<file path="src/rtl/twowire_pkg.sv">
// Shared Two-Wire Debug definitions: command codes, host FSM states and
// payload helpers used by the host core.
package twowire_pkg;

  localparam logic [3:0] CMD_DISCONNECT  = 4'h0;
  localparam logic [3:0] CMD_RD_IDCODE   = 4'h1;
  localparam logic [3:0] CMD_RD_STATUS   = 4'h2;
  localparam logic [3:0] CMD_WR_CSR      = 4'h3;
  localparam logic [3:0] CMD_RD_ADDR     = 4'h4;
  localparam logic [3:0] CMD_WR_ADDR     = 4'h5;
  localparam logic [3:0] CMD_RD_DATA     = 4'h7;
  localparam logic [3:0] CMD_RD_DATA_INC = 4'h8;
  localparam logic [3:0] CMD_WR_DATA     = 4'h9;

  typedef enum logic [3:0] {
    ST_IDLE,
    ST_START,
    ST_CMD,
    ST_CPAR,
    ST_TURN1,
    ST_PAYLOAD,
    ST_PPAR,
    ST_TURN2,
    ST_GAP
  } tw_state_e;

  function automatic logic cmd_is_write(input logic [3:0] cmd);
    return cmd inside {CMD_WR_CSR, CMD_WR_ADDR, CMD_WR_DATA};
  endfunction

  function automatic logic cmd_is_read(input logic [3:0] cmd);
    return cmd inside {CMD_RD_IDCODE, CMD_RD_STATUS, CMD_RD_ADDR,
                       CMD_RD_DATA, CMD_RD_DATA_INC};
  endfunction

  // Address commands carry 8*(1+asize) bits, everything else a full word.
  function automatic logic [5:0] cmd_payload_len(input logic [3:0] cmd,
                                                 input logic [1:0] asize);
    if (cmd == CMD_RD_ADDR || cmd == CMD_WR_ADDR)
      return {1'b0, asize, 3'b000} + 6'd8;
    return 6'd32;
  endfunction

  function automatic logic [31:0] bswap32(input logic [31:0] v);
    return {v[7:0], v[15:8], v[23:16], v[31:24]};
  endfunction

  // Shift-register contents hold the last len received bits at the bottom;
  // left-align them before swapping so short payloads come back zero-extended.
  function automatic logic [31:0] rd_unswap(input logic [31:0] sh,
                                            input logic [5:0]  len);
    return bswap32(sh << (6'd32 - len));
  endfunction

endpackage

</file>
<file path="src/rtl/twowire_host_core_if.sv">
// Request/response handshake between the host request queue and the
// Two-Wire host core.
interface twowire_host_core_if;
  logic        req_vld;
  logic        req_rdy;
  logic [3:0]  req_cmd;
  logic [31:0] req_wdata;
  logic        rsp_vld;
  logic [31:0] rsp_rdata;
  logic        rsp_perr;

  modport master (
    output req_vld, req_cmd, req_wdata,
    input  req_rdy, rsp_vld, rsp_rdata, rsp_perr
  );

  modport slave (
    input  req_vld, req_cmd, req_wdata,
    output req_rdy, rsp_vld, rsp_rdata, rsp_perr
  );
endinterface

</file>
<file path="src/rtl/twowire_host_bitclk.sv">
// DCK generator: splits each bit period into a drive half (DCK low) and a
// sample half (DCK high), advancing only on tick while a frame is running.
module twowire_host_bitclk (
  input  logic clk,
  input  logic drst_n,
  input  logic tick,
  input  logic run,
  output logic dck_o,
  output logic drive_strobe,
  output logic sample_strobe
);

  logic phase;

  assign drive_strobe  = tick & run & ~phase;
  assign sample_strobe = tick & run &  phase;

  always_ff @(posedge clk or negedge drst_n) begin
    if (!drst_n) begin
      phase <= 1'b0;
      dck_o <= 1'b0;
    end else if (!run) begin
      phase <= 1'b0;
      dck_o <= 1'b0;
    end else if (tick) begin
      phase <= ~phase;
      dck_o <= phase;
    end
  end

endmodule

</file>
<file path="src/rtl/twowire_host_core.sv">
// Two-Wire Debug host initiator: serialises one command per request onto
// DCK/DIO and returns one response per request.
module twowire_host_core
  import twowire_pkg::*;
#(
  parameter int unsigned ASIZE    = 0,
  parameter int unsigned GAP_BITS = 2
) (
  input  logic                clk,
  input  logic                drst_n,
  input  logic                tick,
  twowire_host_core_if.slave  hif,
  output logic                dck_o,
  output logic                dio_o,
  output logic                dio_oe,
  input  logic                dio_i
);

  localparam logic [1:0] ASZ      = ASIZE[1:0];
  localparam logic [5:0] GAP_LAST = 6'(GAP_BITS - 1);

  tw_state_e   state;
  logic [5:0]  cnt;
  logic [3:0]  cmd_q;
  logic [31:0] sh;
  logic        par;
  logic        perr_q;
  logic        req_rdy_q;
  logic        rsp_vld_q;
  logic [31:0] rsp_rdata_q;
  logic        rsp_perr_q;

  logic        run;
  logic        drive_stb;
  logic        samp_stb;
  logic        is_wr;
  logic        is_rd;
  logic [5:0]  plen;
  logic [31:0] rsp_data_nxt;
  logic        rsp_perr_nxt;

  assign run          = (state != ST_IDLE);
  assign is_wr        = cmd_is_write(cmd_q);
  assign is_rd        = cmd_is_read(cmd_q);
  assign plen         = cmd_payload_len(cmd_q, ASZ);
  assign rsp_data_nxt = is_rd ? rd_unswap(sh, plen) : '0;
  assign rsp_perr_nxt = is_rd & perr_q;

  assign hif.req_rdy   = req_rdy_q;
  assign hif.rsp_vld   = rsp_vld_q;
  assign hif.rsp_rdata = rsp_rdata_q;
  assign hif.rsp_perr  = rsp_perr_q;

  twowire_host_bitclk u_bitclk (
    .clk           (clk),
    .drst_n        (drst_n),
    .tick          (tick),
    .run           (run),
    .dck_o         (dck_o),
    .drive_strobe  (drive_stb),
    .sample_strobe (samp_stb)
  );

  // State names the bit currently on the wire: it is driven on the drive
  // strobe and the FSM moves on at the sample strobe that closes the bit.
  always_ff @(posedge clk or negedge drst_n) begin
    if (!drst_n) begin
      state       <= ST_IDLE;
      cnt         <= '0;
      cmd_q       <= '0;
      sh          <= '0;
      par         <= 1'b0;
      perr_q      <= 1'b0;
      dio_o       <= 1'b1;
      dio_oe      <= 1'b1;
      req_rdy_q   <= 1'b1;
      rsp_vld_q   <= 1'b0;
      rsp_rdata_q <= '0;
      rsp_perr_q  <= 1'b0;
    end else begin
      rsp_vld_q <= 1'b0;
      if (state == ST_IDLE) begin
        if (hif.req_vld && req_rdy_q) begin
          cmd_q     <= hif.req_cmd;
          sh        <= bswap32(hif.req_wdata);
          perr_q    <= 1'b0;
          req_rdy_q <= 1'b0;
          state     <= ST_START;
        end
      end else if (drive_stb) begin
        case (state)
          ST_START: begin
            dio_o  <= 1'b0;
            dio_oe <= 1'b1;
          end
          ST_CMD:   dio_o  <= cmd_q[cnt[1:0]];
          ST_CPAR:  dio_o  <= ^cmd_q;
          ST_TURN1: dio_oe <= 1'b0;
          ST_PAYLOAD: begin
            if (is_wr) begin
              dio_o <= sh[31];
              par   <= par ^ sh[31];
              sh    <= {sh[30:0], 1'b0};
            end
          end
          ST_PPAR: begin
            if (is_wr) dio_o <= par;
          end
          ST_TURN2, ST_GAP: begin
            dio_o  <= 1'b1;
            dio_oe <= 1'b1;
          end
          default: ;
        endcase
      end else if (samp_stb) begin
        case (state)
          ST_START: begin
            state <= ST_CMD;
            cnt   <= 6'd3;
          end
          ST_CMD: begin
            if (cnt == '0) state <= ST_CPAR;
            else           cnt   <= cnt - 6'd1;
          end
          ST_CPAR: begin
            par <= 1'b0;
            if (is_wr) begin
              state <= ST_PAYLOAD;
              cnt   <= plen - 6'd1;
            end else if (is_rd) begin
              state <= ST_TURN1;
            end else begin
              state       <= ST_GAP;
              cnt         <= GAP_LAST;
              rsp_vld_q   <= 1'b1;
              rsp_rdata_q <= rsp_data_nxt;
              rsp_perr_q  <= rsp_perr_nxt;
            end
          end
          ST_TURN1: begin
            state <= ST_PAYLOAD;
            cnt   <= plen - 6'd1;
          end
          ST_PAYLOAD: begin
            if (is_rd) begin
              sh  <= {sh[30:0], dio_i};
              par <= par ^ dio_i;
            end
            if (cnt == '0) state <= ST_PPAR;
            else           cnt   <= cnt - 6'd1;
          end
          ST_PPAR: begin
            if (is_rd) begin
              perr_q <= par ^ dio_i;
              state  <= ST_TURN2;
            end else begin
              state       <= ST_GAP;
              cnt         <= GAP_LAST;
              rsp_vld_q   <= 1'b1;
              rsp_rdata_q <= rsp_data_nxt;
              rsp_perr_q  <= rsp_perr_nxt;
            end
          end
          ST_TURN2: begin
            state       <= ST_GAP;
            cnt         <= GAP_LAST;
            rsp_vld_q   <= 1'b1;
            rsp_rdata_q <= rsp_data_nxt;
            rsp_perr_q  <= rsp_perr_nxt;
          end
          ST_GAP: begin
            if (cnt == '0) begin
              state     <= ST_IDLE;
              req_rdy_q <= 1'b1;
            end else begin
              cnt <= cnt - 6'd1;
            end
          end
          default: state <= ST_IDLE;
        endcase
      end
    end
  end

endmodule
</file>
<file path="src/flat_wrapper.sv">
// flat-port wrapper written by rule: the top's interface ports become plain ports
module twowire_host_core_flat import twowire_pkg::*;
#(
  parameter int unsigned ASIZE    = 0,
  parameter int unsigned GAP_BITS = 2
)
  (clk, drst_n, tick, dck_o, dio_o, dio_oe, dio_i, hif_req_vld, hif_req_cmd, hif_req_wdata, hif_req_rdy, hif_rsp_vld, hif_rsp_rdata, hif_rsp_perr);
  twowire_host_core_if hif_i ();
  input  logic clk;
  input  logic drst_n;
  input  logic tick;
  output logic dck_o;
  output logic dio_o;
  output logic dio_oe;
  input  logic dio_i;
  input wire logic [$bits(hif_i.req_vld)-1:0] hif_req_vld;
  input wire logic [$bits(hif_i.req_cmd)-1:0] hif_req_cmd;
  input wire logic [$bits(hif_i.req_wdata)-1:0] hif_req_wdata;
  output wire logic [$bits(hif_i.req_rdy)-1:0] hif_req_rdy;
  output wire logic [$bits(hif_i.rsp_vld)-1:0] hif_rsp_vld;
  output wire logic [$bits(hif_i.rsp_rdata)-1:0] hif_rsp_rdata;
  output wire logic [$bits(hif_i.rsp_perr)-1:0] hif_rsp_perr;
  assign hif_i.req_vld = hif_req_vld;
  assign hif_i.req_cmd = hif_req_cmd;
  assign hif_i.req_wdata = hif_req_wdata;
  assign hif_req_rdy = hif_i.req_rdy;
  assign hif_rsp_vld = hif_i.rsp_vld;
  assign hif_rsp_rdata = hif_i.rsp_rdata;
  assign hif_rsp_perr = hif_i.rsp_perr;
  twowire_host_core #(.ASIZE(ASIZE), .GAP_BITS(GAP_BITS)) u_core (.clk(clk), .drst_n(drst_n), .tick(tick), .hif(hif_i), .dck_o(dck_o), .dio_o(dio_o), .dio_oe(dio_oe), .dio_i(dio_i));
endmodule
</file>
<file path="config.mk">
export PLATFORM = sky130hd
export DESIGN_NAME = twowire_host_core_flat
export DESIGN_NICKNAME = d
export VERILOG_FILES = /design/src/rtl/twowire_pkg.sv /design/src/rtl/twowire_host_core_if.sv /design/src/rtl/twowire_host_bitclk.sv /design/src/rtl/twowire_host_core.sv /design/src/flat_wrapper.sv
export SDC_FILE = /design/constraint.sdc
export NUM_CORES = 1
export LEC_CHECK = 0
export CAP_MARGIN = 25
export CORE_ASPECT_RATIO = 0.75
export CORE_UTILIZATION = 30
export DETAILED_ROUTE_END_ITERATION = 16
export PLACE_DENSITY = 0.48
export SLEW_MARGIN = 5
export SYNTH_ARGS = -nofsm -noshare
export SYNTH_HDL_FRONTEND = slang
export SYNTH_HIERARCHICAL = 1
export SYNTH_SLANG_ARGS = --single-unit
</file>
<file path="constraint.sdc">
create_clock -name clk -period 3.4 [get_ports clk]
set_input_delay 0.34 -clock clk [delete_from_list [all_inputs] [get_ports clk]]
set_output_delay 0.34 -clock clk [all_outputs]
set_load 0.02 [all_outputs]
</file>
# Yosys cells after proc, flatten, opt, wreduce, memory -nomap -nowiden
# Index checks and enable logic that the tools add are counted.
dict set report word_totals {
  reg_bits 87
  inputBits 41
}
dict set report classes {
  n_shift 1
  n_eq_ne 33
  muxes 65
  magnitude_cmp 1
  n_bitwise 9
  addsub 3
  n_reduce_logical 33
}
# operator n
set op_table {}
lappend op_table {{$mux 32} 11}
lappend op_table {{$pmux 32 s3} 1}
lappend op_table {{$mux 4} 10}
lappend op_table {{$pmux 6 s6} 1}
lappend op_table {{$pmux 4 s8} 1}
lappend op_table {{$shl 32x6->32} 1}
lappend op_table {{$mux 1} 30}
lappend op_table {{$mux 6} 5}
lappend op_table {{$eq 4x3->1 const B} 7}
lappend op_table {{$reduce_and 5->1} 5}
lappend op_table {{$reduce_and 6->1} 3}
lappend op_table {{$eq 4x2->1 const B} 4}
lappend op_table {{$ne 2x2->1 const B} 7}
lappend op_table {{$reduce_bool 2->1} 7}
lappend op_table {{$eq 4x4->1 const B} 3}
lappend op_table {{$ne 3x1->1 const B} 4}
lappend op_table {{$ne 3x3->1 const B} 4}
lappend op_table {{$reduce_bool 3->1} 4}
lappend op_table {{$reduce_bool 6->1} 2}
lappend op_table {{$sub 6x1->6 const B} 2}
lappend op_table {{$eq 4x1->1 const B} 2}
lappend op_table {{$logic_not 6->1} 1}
lappend op_table {{$pmux 1 s3} 2}
lappend op_table {{$pmux 1 s6} 1}
lappend op_table {{other kinds (18)} 27}

# Longest topological paths before layout
dict set report depth {
  word_depth 10
  depth_mapped 14
}

# Modules after synthesis
# Netlist, hierarchy kept.
# mod cells_each area_each_um2 n_inst
set modules_own_cells {}
lappend modules_own_cells {twowire_host_core 433 4393.0 1}
lappend modules_own_cells {twowire_host_bitclk 9 96.3 1}

# Worst setup path before layout
# Ideal clock, no wire load.
dict set report synth_path {
  kind {register -> register}
  start {reg u_core.state[1]}
  end {reg u_core.cnt[5]}
  path_slack_ns 1.022
  setup_ns 0.125
  period_less_slack_ns 2.378
  path_stages_with_launch 14
  required_time_ns 3.275
  path_buffers 3
  t_arrival_ns 2.253
  path_cell_list {dfrtp_1 -> buf_6 -> nor4_2 -> buf_4 -> inv_1 -> nand2_1 -> nor2_1 -> clkbuf_1 -> nor2b_1 -> nand3_1 -> a21oi_2 -> a21boi_2 -> o21ai_1 -> mux2_2}
}
dict set report synth_via {
  elab_chain_len 5
  elab_cells_between_ends 20
  cone_classes {9 x eq/ne; 1 x mux; 5 x bitwise; 5 x reduce/logical}
}
# item line
set synth_rtl {}
lappend synth_rtl {{from (decl)} twowire_host_core.sv:22} ;# tw_state_e state;
lappend synth_rtl {{from (signal assigned)} twowire_host_core.sv:68} ;# state <= ST_IDLE;
lappend synth_rtl {{from (signal assigned)} twowire_host_core.sv:88} ;# state <= ST_START;
lappend synth_rtl {{from (signal assigned)} twowire_host_core.sv:118} ;# state <= ST_CMD;
lappend synth_rtl {{$reduce_bool 4->1} twowire_host_core.sv:42} ;# assign run = (state != ST_IDLE);
lappend synth_rtl {{net u_core.run} twowire_host_core.sv:33} ;# logic run;
lappend synth_rtl {{$and 1x1->1 (2 in series)} twowire_host_bitclk.sv:15} ;# assign drive_strobe = tick & run & ~phase;
lappend synth_rtl {{net u_core.drive_stb} twowire_host_core.sv:34} ;# logic drive_stb;
lappend synth_rtl {{$not 1->1 (no line)} -}
lappend synth_rtl {{$reduce_and 5->1 (no line)} -}
lappend synth_rtl {{to (signal assigned)} twowire_host_core.sv:123} ;# else cnt <= cnt - 6'd1;
lappend synth_rtl {{to (signal assigned)} twowire_host_core.sv:129} ;# cnt <= plen - 6'd1;
lappend synth_rtl {{to (signal assigned)} twowire_host_core.sv:142} ;# cnt <= plen - 6'd1;
lappend synth_rtl {{to (decl)} twowire_host_core.sv:23} ;# logic [5:0] cnt;
# The timed path passes the listed nets, and every way through them passes these cells.
# A chain may end at the register's enable or synchronous reset.

# Worst setup path after layout
dict set report layout_path {
  start {reg u_core.state[0]}
  end {reg u_core.cnt[5]}
}
# Same word-level chain as after synthesis.

==> results_dict.tcl <==
set metrics [dict create \
    postCtsSetupBuffers 0 \
    min_path_type "primary input to async pin" \
    rows 38 \
    crit_arrival_ns 2.83 \
    gr-total-overflow 0 \
    required_ns 3.62 \
    nNetsFinal 563 \
    timing.final.crit_period_ns 2.62 \
    fin_crit_sh_pct 76.9 \
    p_leak_uw 0.00275 \
    finalMaxSlewViolations 0 \
    start_util_pct 30.9 \
    fmax_ghz 0.382 \
    ys_async_sr_fraction_pct 100 \
    grt_antenna_before_repair 0 \
    layout_common_cells "84 x dfrtp_1, 77 x clkdlybuf4s50_1, 57 x nor2_1" \
    final_common_cell "dfrtp_1" \
    startpoint_type "flop" \
    insertion_delay_ns 0.34 \
    slew_headroom_pct 53.3 \
    routedWlPerCell_um 17.1 \
    fin_total_pwr_uw 2090 \
    rrSetupSlack_ns 0.78 \
    clock_path_buffers 2 \
    critPathMaxFanout 10 \
    cts_buffers 9 \
    ys_ff_latch 87 \
    ys.flop_type "dfrtp_1" \
    dpl.hpwl_mm 8.51 \
    coreArea_mm2 0.0145 \
    port_buffers 78 \
    cts_root_buffer "clkbuf_16" \
    vias 3567 \
    grt_pass1_wl_mm 19.6 \
    io-pin-count 79 \
    grt_pass1_vias 3471 \
    detail_route.vias_per_cell 4.97 \
    cts_tree "yes" \
    detail-route-antenna-nets 0 \
    synth_edf_count 0 \
    final_area_mm2 0.00574 \
    end_kind "flop" \
    dieArea_mm2 0.0155 \
    synth_seq_area_share_pct 48.6 \
    die_w_um 143 \
    grt.total_usage_pct 16.6 \
    setup_violations 0 \
    synthCells 442 \
    clkSlewWorstSetupHoldPaths_ns 0.07 \
    peakVddDrop_mv 0.239 \
    tightest_slew_ns 0.701 \
    maxCapViolCount 0 \
    cts_resized 0 \
    clock-sinks 87 \
    die_y_um 108 \
    synth_area_leaders "dfrtp_1 47%, mux2i_1 8.9%, a22o_1 5.5%" \
    postPlaceCellArea_mm2 0.00545 \
    avgSynthCellArea_um2 10.2 \
    ys.warnings.count 6 \
    p_per_area_mw_per_mm2 364 \
    routed_wl_mm 12.2 \
    worstSetupPathType "flop to flop" \
    drc 0 \
    yosys.area.top_type "dfrtp_1" \
    fin_tns_setup_ns 0 \
    firstDrtPassIters 4 \
    synth_cell_types 57 \
    drive_gt1_share_pct 9.07 \
    hold_viol 0 \
    outcome "finished, final reports clean" \
    n_antenna_cell 0 \
    timing.hold.ws_ns 0.0357 \
    gp_congestion 0.888 \
    synth_top_area_share_pct 46.8 \
    postCtsHoldBufs 0 \
    grt_max_degree 65 \
    rsz0062_at_grt "false" \
    syn_nets 492 \
    cts_max_level 3 \
    syn_area_mm2 0.00449 \
    skew_ns 0.00835 \
    drtIter0Drc 231 \
    synthToLayoutAreaGrowth_pct 27.9 \
]
## final cells by class
cell class	count	area [µm²]
Clock buffer	11	253
Clock inverter	5	41.3
Fill cell	1453	8810
Inverter	13	48.8
Multi-Input combinational cell	312	2100
Sequential cell	87	2180
Tap cell	200	250
Timing Repair Buffer	90	868
## cells by family after synthesis
| group | after synthesis | synth area share (%) |
|---|---|---|
| multiplexers | 43 | 9.92 |
| flip-flops | 87 | 48.6 |
| XOR/XNOR | 7 | 1.37 |
| AND/OR/NAND/NOR | 118 | 12.3 |
| buffers and inverters | 43 | 5.13 |
| adder cells (fa/ha/maj) | 10 | 2.73 |
| AO/OA/AOI/OAI | 134 | 20.0 |
## stage by stage
stage | util [%] | worst slack (ns) | std cells
2_1_floorplan | - | 1.02 | 442
3_3_place_gp | 37.4 | 0.837 | 702
3_5_place_dp | 37.4 | 0.727 | 702
4_1_cts | 39.5 | 0.843 | 718
5_1_grt | 39.5 | 0.559 | 718
6_report | 39.5 | 0.784 | 718
## worst max-delay path, cell delays in order, from the launching register on
cell	delay [ns]
dfrtp_1	0.41
nor4_4	0.31
inv_1	0.16
nand2_1	0.10
nor2_1	0.13
nor2b_1	0.30
nand3_1	0.23
a21oi_2	0.22
a21boi_2	0.28
o21ai_1	0.09
mux2_2	0.26
## path summary, 6_finish.rpt
| check | startpoint | end | cells past startpoint |
|---|---|---|---|
| min | drst_n | u_core/hif.rsp_rdata[3] | 1 |
| max in group asynchronous | drst_n | u_core/dio_o | 2 |
| min in group clk | u_core/hif.rsp_rdata[0] | u_core/hif.rsp_rdata[0] | 1 |
| min reg2reg | u_core/hif.rsp_rdata[0] | u_core/hif.rsp_rdata[0] | 1 |
| max reg2reg | u_core/state[0] | u_core/cnt[5] | 10 |
| max | u_core/state[0] | u_core/cnt[5] | 10 |
## routing by layer
metal / GRT usage [%] / share of wire, % / up-vias
li1: - / - / 1728
met1: 25.4 / 52 / 1731
met2: 23.3 / 41 / 101
met3: 4.34 / 6.0 / 7
met4: 3.19 / 0.65 / 0
met5: 0 / 0 / -
## cells in the mapped netlist (all sizes together) (2+ instances only)
master / count
buf: 24
a21oi: 41
nor4b: 2
mux2i: 40
xnor2: 3
o31ai: 4
o21bai: 2
ha: 9
nand2b: 6
inv: 13
dfrtp: 84
a21boi: 2
nor2: 57
nand2: 29
nand3: 5
xor2: 4
a31oi: 8
nor3: 5
clkbuf: 6
and2: 2
mux2: 2
dfstp: 3
a22o: 28
o21ai: 29
nor2b: 3
and3: 4
o2bb2ai: 8
a41oi: 2
## power breakdown
group          leakage, µW  switching, µW  internal [µW]  total (µW)
logic              0.00143           35.9           48.6        84.4
clock network     0.000138            429            541         970
registers          0.00118              0           1030        1030
total              0.00275            465           1620        2090
## state kept, by name, indices dropped and copies added, names as in the netlist
name	cells
u_core/sh	32
u_core/hif.rsp_perr	1
u_core/hif.rsp_vld	1
u_core/u_bitclk/dck_o	1
u_core/cmd_q	4
u_core/par	1
u_core/hif.rsp_rdata	32
u_core/perr_q	1
u_core/state	4
u_core/u_bitclk/phase	1
u_core/dio_oe	1
u_core/hif.req_rdy	1
u_core/cnt	6
u_core/dio_o	1
No activity file was read; power rests on OpenSTA's default activity.
